### config.mk
export PLATFORM = sky130hd
export DESIGN_NAME = bcd_converter
export DESIGN_NICKNAME = d
export VERILOG_FILES = /design/src/rtl/b58_pkg.sv /design/src/rtl/bcd_digit_adjust.sv /design/src/rtl/bcd_converter.sv
export SDC_FILE = /design/constraint.sdc
export NUM_CORES = 1
export LEC_CHECK = 0
export BUFFER_PORTS_ARGS = -buffer_cell sky130_fd_sc_hd__buf_2
export CAP_MARGIN = 20
export CORE_MARGIN = 4
export CORE_UTILIZATION = 60
export DETAILED_ROUTE_END_ITERATION = 10
export PLACE_DENSITY = 0.85
export RECOVER_POWER = 50
export REMOVE_ABC_BUFFERS = 1
export SYNTH_ARGS = -nofsm -noshare
export SYNTH_HDL_FRONTEND = slang
export SYNTH_SLANG_ARGS = --single-unit
### constraint.sdc
create_clock -name i_clk -period 4.21 [get_ports i_clk]
set_input_delay 0.2105 -clock i_clk [delete_from_list [all_inputs] [get_ports i_clk]]
set_output_delay 0.2105 -clock i_clk [all_outputs]
set_load 0.01 [all_outputs]
### src/rtl/b58_pkg.sv
// Shared types and constants for the binary-to-BCD conversion path.
// Holds the converter FSM encoding, digit constants and the overflow-limit helper.
package b58_pkg;

  typedef enum logic [1:0] {
    IDLE  = 2'd0,
    SHIFT = 2'd1,
    DONE  = 2'd2
  } conv_state_t;

  localparam int BCD_DIGIT_W = 4;
  localparam logic [BCD_DIGIT_W-1:0] BCD_NINE = 4'd9;

  // Largest value representable in 'digits' decimal digits (10^digits - 1).
  function automatic int unsigned bcd_limit(input int unsigned digits);
    int unsigned r;
    r = 1;
    for (int unsigned i = 0; i < digits; i++) begin
      r = r * 10;
    end
    return r - 1;
  endfunction

endpackage

### src/rtl/bcd_digit_adjust.sv
// Combinational double-dabble digit cell: adds 3 to a BCD digit of 5 or more.
// Applied before each left shift so the shifted digit never exceeds 9.
module bcd_digit_adjust
  import b58_pkg::*;
(
  input  logic [BCD_DIGIT_W-1:0] i_digit,
  output logic [BCD_DIGIT_W-1:0] o_digit
);

  assign o_digit = (i_digit >= 4'd5) ? (i_digit + 4'd3) : i_digit;

endmodule

### src/rtl/bcd_converter.sv
// Sequential shift-and-add-3 binary-to-BCD converter, WIDTH+1 cycles from Start to Done.
// Start is ignored while busy or done; results are registered and held until the next conversion.
module bcd_converter
  import b58_pkg::*;
#(
  parameter int WIDTH  = 8,
  parameter int DIGITS = 3
) (
  input  logic                          i_clk,
  input  logic                          i_rst,
  input  logic                          i_start,
  input  logic [WIDTH-1:0]              i_bin_in,
  output logic [BCD_DIGIT_W*DIGITS-1:0] o_bcd_out,
  output logic                          o_busy,
  output logic                          o_done,
  output logic                          o_overflow
);

  localparam int SW = BCD_DIGIT_W * (DIGITS + 1);
  localparam int OW = BCD_DIGIT_W * DIGITS;
  localparam int CW = $clog2(WIDTH + 1);
  localparam logic [31:0] LIMIT = 32'(bcd_limit(DIGITS));
  localparam logic [OW-1:0] SAT = {DIGITS{BCD_NINE}};

  conv_state_t   r_state;
  conv_state_t   w_next_state;
  logic [WIDTH-1:0] r_shift;
  logic [WIDTH-1:0] r_bin;
  logic [SW-1:0] r_scratch;
  logic [CW-1:0] r_cnt;
  logic [OW-1:0] r_bcd;
  logic          r_ovf;

  logic [SW-1:0] w_adj;
  logic [SW-1:0] w_scratch_next;
  logic          w_last;
  logic          w_ovf;

  // One spare digit above the output width keeps out-of-range inputs from wrapping.
  for (genvar g = 0; g < DIGITS + 1; g++) begin : g_adj
    bcd_digit_adjust u_adj (
      .i_digit(r_scratch[g*BCD_DIGIT_W +: BCD_DIGIT_W]),
      .o_digit(w_adj[g*BCD_DIGIT_W +: BCD_DIGIT_W])
    );
  end

  assign w_scratch_next = {w_adj[SW-2:0], r_shift[WIDTH-1]};
  assign w_last         = (r_cnt == CW'(1));
  assign w_ovf          = (32'(r_bin) > LIMIT);

  always_comb begin
    w_next_state = r_state;
    case (r_state)
      IDLE:    if (i_start) w_next_state = SHIFT;
      SHIFT:   if (w_last)  w_next_state = DONE;
      DONE:    w_next_state = IDLE;
      default: w_next_state = IDLE;
    endcase
  end

  always_ff @(posedge i_clk) begin
    if (i_rst) begin
      r_state   <= IDLE;
      r_shift   <= '0;
      r_bin     <= '0;
      r_scratch <= '0;
      r_cnt     <= '0;
      r_bcd     <= '0;
      r_ovf     <= 1'b0;
    end else begin
      r_state <= w_next_state;
      case (r_state)
        IDLE: begin
          if (i_start) begin
            r_shift   <= i_bin_in;
            r_bin     <= i_bin_in;
            r_scratch <= '0;
            r_cnt     <= CW'(WIDTH);
          end
        end
        SHIFT: begin
          r_scratch <= w_scratch_next;
          r_shift   <= r_shift << 1;
          r_cnt     <= r_cnt - CW'(1);
          // Results land on the last shift so they are valid during the DONE cycle.
          if (w_last) begin
            r_ovf <= w_ovf;
            r_bcd <= w_ovf ? SAT : w_scratch_next[OW-1:0];
          end
        end
        default: ;
      endcase
    end
  end

  assign o_bcd_out  = r_bcd;
  assign o_overflow = r_ovf;
  assign o_busy     = (r_state == SHIFT);
  assign o_done     = (r_state == DONE);

endmodule
* Word-level counts from Yosys, hierarchy flattened
Index checks and enable logic that the tools add are counted.
** Storage, ports and cells
- Register bits :: 42
- Latch bits :: 0
- Memory bits (writable) :: 0
- ROM bits :: 0
- Bits of input ports :: 11
- Output and inout port bits :: 15
- Word-level logic and storage cells :: 37
- Memories kept :: 0
** Cells by class
- Add/sub/neg operators :: 5
- Multipliers :: 0
- Divide/modulo/power cells :: 0
- $lt $le $gt $ge :: 4
- Equal/unequal tests :: 5
- Shifts and indexed selects :: 0
- Muxes and demuxes :: 13
- Bitwise gates (word level) :: 0
- Reductions and logical operators :: 5
** Operators with widths (count)
- 16-bit case mux with 2 select lines :: 1
- 4-bit by 3-bit >= comparator with 1-bit output, second input constant :: 4
- 16-bit two-way mux :: 1
- 4-bit two-way mux :: 4
- 8-bit case mux with 2 select lines :: 1
- 4-bit by 2-bit adder with 4-bit output, second input constant :: 3
- 8-bit two-way mux :: 1
- 4-bit case mux with 2 select lines :: 1
- 2-bit AND reduction :: 3
- 4-bit by 1-bit == test with 1-bit output, second input constant :: 1
- 2-bit two-way mux :: 2
- 2-bit case mux with 2 select lines :: 1
- 4-bit by 1-bit subtractor with 4-bit output, second input constant :: 1
- 3-bit by 2-bit adder with 3-bit output, second input constant :: 1
- 3-bit two-way mux :: 1
- 2-bit by 1-bit == test with 1-bit output, second input constant :: 1
- 2-bit == test, second input constant :: 1
- 2-bit zero test :: 1
- 2-bit by 1-bit inequality test with 1-bit output, second input constant :: 1
- 2-bit inequality test, second input constant :: 1
- 2-bit nonzero test :: 1

* Depth between registers and ports, before layout
- Depth after elaboration :: 3
- Mapped depth :: 7
- Mapped depth without buffers :: 6

* Cells and area by module
A second synthesis with hierarchy kept.
** Unflattened totals
- Cells, all modules :: 210
- Area total of the unflattened synthesis :: 1894.3 um^2
** Modules (own cells, without submodules)
- bcd_converter :: instances 1, cells each 162, area each 1590.3 um^2, seq. area each 760.7 um^2
- bcd_digit_adjust :: instances 3, cells each 16, area each 101.3 um^2, seq. area each 0.0 um^2

* Worst setup path after synthesis
OpenSTA, ideal clock, no wires.
- Path kind :: reg2reg
- Start :: register r_scratch[0]
- End :: register r_bcd[2] (netlist: o_bcd_out[2])
- Library setup time :: 0.075 ns
- Data arrival time :: 1.397 ns
- Data required time :: 4.135 ns
- Slack :: 2.738 ns
- Stages on the path, launching flop included :: 7
- Cell sequence :: dfxtp_1 inv_1 ha_1 nand2b_1 a21oi_1 mux2_2 o22ai_1
** On the way
- Word-level cells in the longest chain between the ends :: 2
- Elaborated cells on any way between the ends :: 3
** Ends and longest elaborated chain
- start: declaration :: line bcd_converter.sv:29 : logic [SW-1:0] r_scratch;
- start signal: assignment :: line bcd_converter.sv:82 : r_scratch <= w_scratch_next;
- 4-bit by 2-bit adder with 4-bit output / 4-bit by 3-bit >= comparator with 1-bit output (equally long branches) :: line bcd_digit_adjust.sv:10 : assign o_digit = (i_digit >= 4'd5) ? (i_digit + 4'd3) : i_digit;
- 4-bit two-way mux * :: line bcd_digit_adjust.sv:10
- end signal: assignment :: line bcd_converter.sv:88 : r_bcd <= w_ovf ? SAT : w_scratch_next[OW-1:0];
- end: declaration :: line bcd_converter.sv:31 : logic [OW-1:0] r_bcd;
Mark *: on every way between the ends. The rest lies on a longest branch, timed or not.
A chain may end at the register's enable or synchronous reset.

* Final worst setup path
- Start :: register r_state[0]
- End :: register r_bcd[5] (netlist: o_bcd_out[5])
** On the way
- Word-level cells in the longest chain between the ends :: 2
** Ends and longest elaborated chain
- start: declaration :: line bcd_converter.sv:25 : conv_state_t r_state;
- start signal: assignment :: line bcd_converter.sv:71 : r_state <= w_next_state;
- 2-bit by 1-bit == test with 1-bit output :: line bcd_converter.sv:72 : case (r_state)
- 2-bit AND reduction (no source line)
No other way between the ends.

==> summary.txt <==
Achievable frequency: 419.8 MHz
Antenna Cells: 0
Worst setup SP type: flop
DR top layer: met4
Area of the mapped netlist: 1842 µm²
Die Span Y: 63.41 µm
WP data required: 4480 ps
Worst Hold Slack: 248.8 ps
TritonCTS clock tree: built
Cell Rows: 19
GR Overflow Total: 0
DP HPWL: 2621 µm
Worst-Skew Late Latency: 340 ps
H-tree Lvls: 2
Type of the tightest min-delay check: in2reg
Crit path max-delay family: simple AND/OR/NAND/NOR gates
Largest net degree at the start of global routing: 27
Total die area: 4020 µm²
TritonCTS Buffers: 5
Global-route wire length before repair: 6368 µm
Clock skew: 6.752 ps
Boundary Pins: 26
Drt drc: 0
CP peak stage delay: 780 ps
WL met3: 299 µm
Share of Yosys cell area claimed by the top area cell type: 0.4130
Critical path capture point type: flop
Core area: 2853 µm²
GRT Resource Usage Total: 0.1970
Slew HR: 0.3946
Fraction of layout cells with a size suffix above 1: 0.1441
Via Count: 1510
Pins Over Slew Limit: 0
Synth unique cells: 37
Sink Count: 38
PwrDens: 337.2 nW/µm²
Post-Synthesis Cells: 203
Reg clk slew, reported paths: 110 ps
Post-synth top flop: dfxtp_1
CP Buf/Inv Count: 1
CTS root buffer: clkbuf_4
Max-cap violations: 0
Crit path DAT: 2650 ps
Final-report hold violation count: 0
Ys Warns: 0
Pre-Repair DR Iteration Count: 4
Non-filler cells, final: 253
Area leader, netlist: dfxtp_1
Antenna violations before repair: 0
Vias in the first global route: 1443
Critical path's slowest cell: and3_1
Pleak: 0.7182 nW
Worst Tran Pin Value: 908.2 ps
M1 WL: 1547 µm
CP Max Fanout: 19
Hold-fix buffers, CTS: 0
Routed len/inst: 14.85 µm
Synth Register Bits: 38
Postcts setup bufs: 0
Vias per Instance: 5.968
Initial core utilization: 0.6456
Die Wd: 63.41 µm
Setup Crit Path Kind: reg2reg
Minimum clock period: 2382 ps
Outcome: finished, final reports clean
Tcrit/Tclk final: 0.5658
Antenna Nets Post-Route: 0
IO Port Bufs: 24
CP cell instances: nand2b_1, clkinvlp_2, and3_1, nand2b_4, o22ai_1
WL met2: 1868 µm
Cts repair resizes: 0
FILL cells: 246
EDFF count, synth: 0
GPL Wtd Cong: 0.8234
Final WL: 3757 µm
Starting DRT DRC Count: 53
Maximum VDD drop: 0.0002486 V
Syn avg cell area: 9.073 µm²
Top cells by area, synth: dfxtp_1 (41%), nor2_1 (5.5%), ha_1 (5.4%)
Post-layout net count: 240
Dpl cells: 245
RSZ-0062 raised after global routing: false
Synth async-reset ratio: 0
Layout area overhead: 5.842%
Setup TNS: 0 ps
Seq/Total Area, Yosys: 0.4130
Clock buffer depth: 2
Setup violators final: 0
## metal layers
layer	vias to the layer above	track usage
met1	705	0.2293
met3	7	0.03908
met4	0	0.08356
met2	49	0.3481
met5	-	0
li1	749	-
## tightest hold or removal path: cells and delay by family
| family | cells | cell delay, ps |
|---|---|---|
| buffers and inverters | 1 | 70 |
| AND/OR/NAND/NOR | 1 | 30 |
| AO/OA/AOI/OAI | 2 | 250 |
## where the power goes
part           leakage, nW  switching [mW]  internal, mW  total (mW)
logic                0.374          0.0418        0.0305      0.0723
registers            0.309          0.0134         0.373       0.386
clock network       0.0353           0.118        0.0810       0.199
total                0.718           0.173         0.484       0.657
## state kept, by name, indices dropped and copies added (netlist names)
register,count
r_scratch,12
r_shift,8
o_bcd_out,12
r_state,2
r_cnt,4
## cell type report
type / instances / area [µm²] / share of cell area
tap: 31 / 38.79 / 0.01990
inverter: 13 / 50.05 / 0.02567
multi-input combinational: 139 / 935.9 / 0.4801
clock buffer: 7 / 55.05 / 0.02824
sequential: 38 / 760.7 / 0.3902
timing repair buffer: 24 / 103.9 / 0.05327
clock inverter: 1 / 5.005 / 0.002567
## path summary, 6_finish.rpt
path / startpoint / end / slack, ps / cells past startpoint
hold reg to reg: o_bcd_out[10] / o_bcd_out[10] / 490 / 2
setup reg to reg: r_state[0] / o_bcd_out[5] / 1830 / 5
hold / removal: i_bin_in[6] / r_shift[6] / 250 / 4
setup / recovery: r_state[0] / o_bcd_out[5] / 1830 / 5
## cell usage in the layout (no fill, tap or decap), types with 2 or more instances in the layout
| master | instances |
|---|---|
| a211oi_2 | 3 |
| o22ai_1 | 13 |
| buf_2 | 11 |
| clkbuf_1 | 14 |
| a211oi_1 | 2 |
| nor2_1 | 27 |
| dfxtp_1 | 38 |
| o2bb2ai_1 | 3 |
| o21ai_0 | 7 |
| o221a_2 | 3 |
| nor2b_1 | 2 |
| nor3b_1 | 4 |
| inv_1 | 12 |
| nand2_1 | 8 |
| o31ai_1 | 3 |
| a21oi_1 | 17 |
| nand3b_1 | 2 |
| ha_1 | 8 |
| nand2b_1 | 13 |
| clkbuf_4 | 5 |
| a22o_1 | 3 |
| mux2_2 | 4 |
| a32o_1 | 3 |
| xnor2_1 | 3 |
## cells by family (layout without fill, tap and decap cells)
group                      after synthesis  in the layout  share of synthesized area
AOI/OAI and AO/OA                       62             62                     0.2439
xor gates and xnor gates                 3              3                    0.01427
adders and majority gates                8              8                    0.05435
buffers and inverters                   26             45                    0.07201
DFF                                     38             38                     0.4130
muxes                                    5              5                    0.02989
other                                    1              1                   0.002036
and+or+nand+nor                         60             60                     0.1705
## through the flow
stage	setup slack [ps]	instance area, µm²	utilization	total power [mW]
after floorplan	2686	1760	-	0.4423
after global placement	2548	1919	0.6728	0.4649
after detailed placement	2431	1919	0.6728	0.4684
after CTS	2411	1979	0.6939	0.6630
after global routing	1693	1949	0.6833	0.6893
final	1828	1949	0.6833	0.6573
## cell usage after synthesis, types with 2 or more instances
cell and instances:
a211oi_2 3, a21oi_1 17, o21ai_0 7, nor3b_1 4, a22o_1 3, inv_1 12, nor2_1 27, buf_2 5
nand2b_4 2, buf_6 3, dfxtp_1 38, mux2_2 4, o2bb2ai_1 3, ha_1 8, xnor2_1 3, nand2_1 8
o22ai_1 13, clkbuf_1 4, o31ai_1 3, a211oi_1 2, nor2b_1 2, o221a_2 3, nand3b_1 2, a32o_1 3
nand2b_1 12
(Power assumes the default switching activity.)
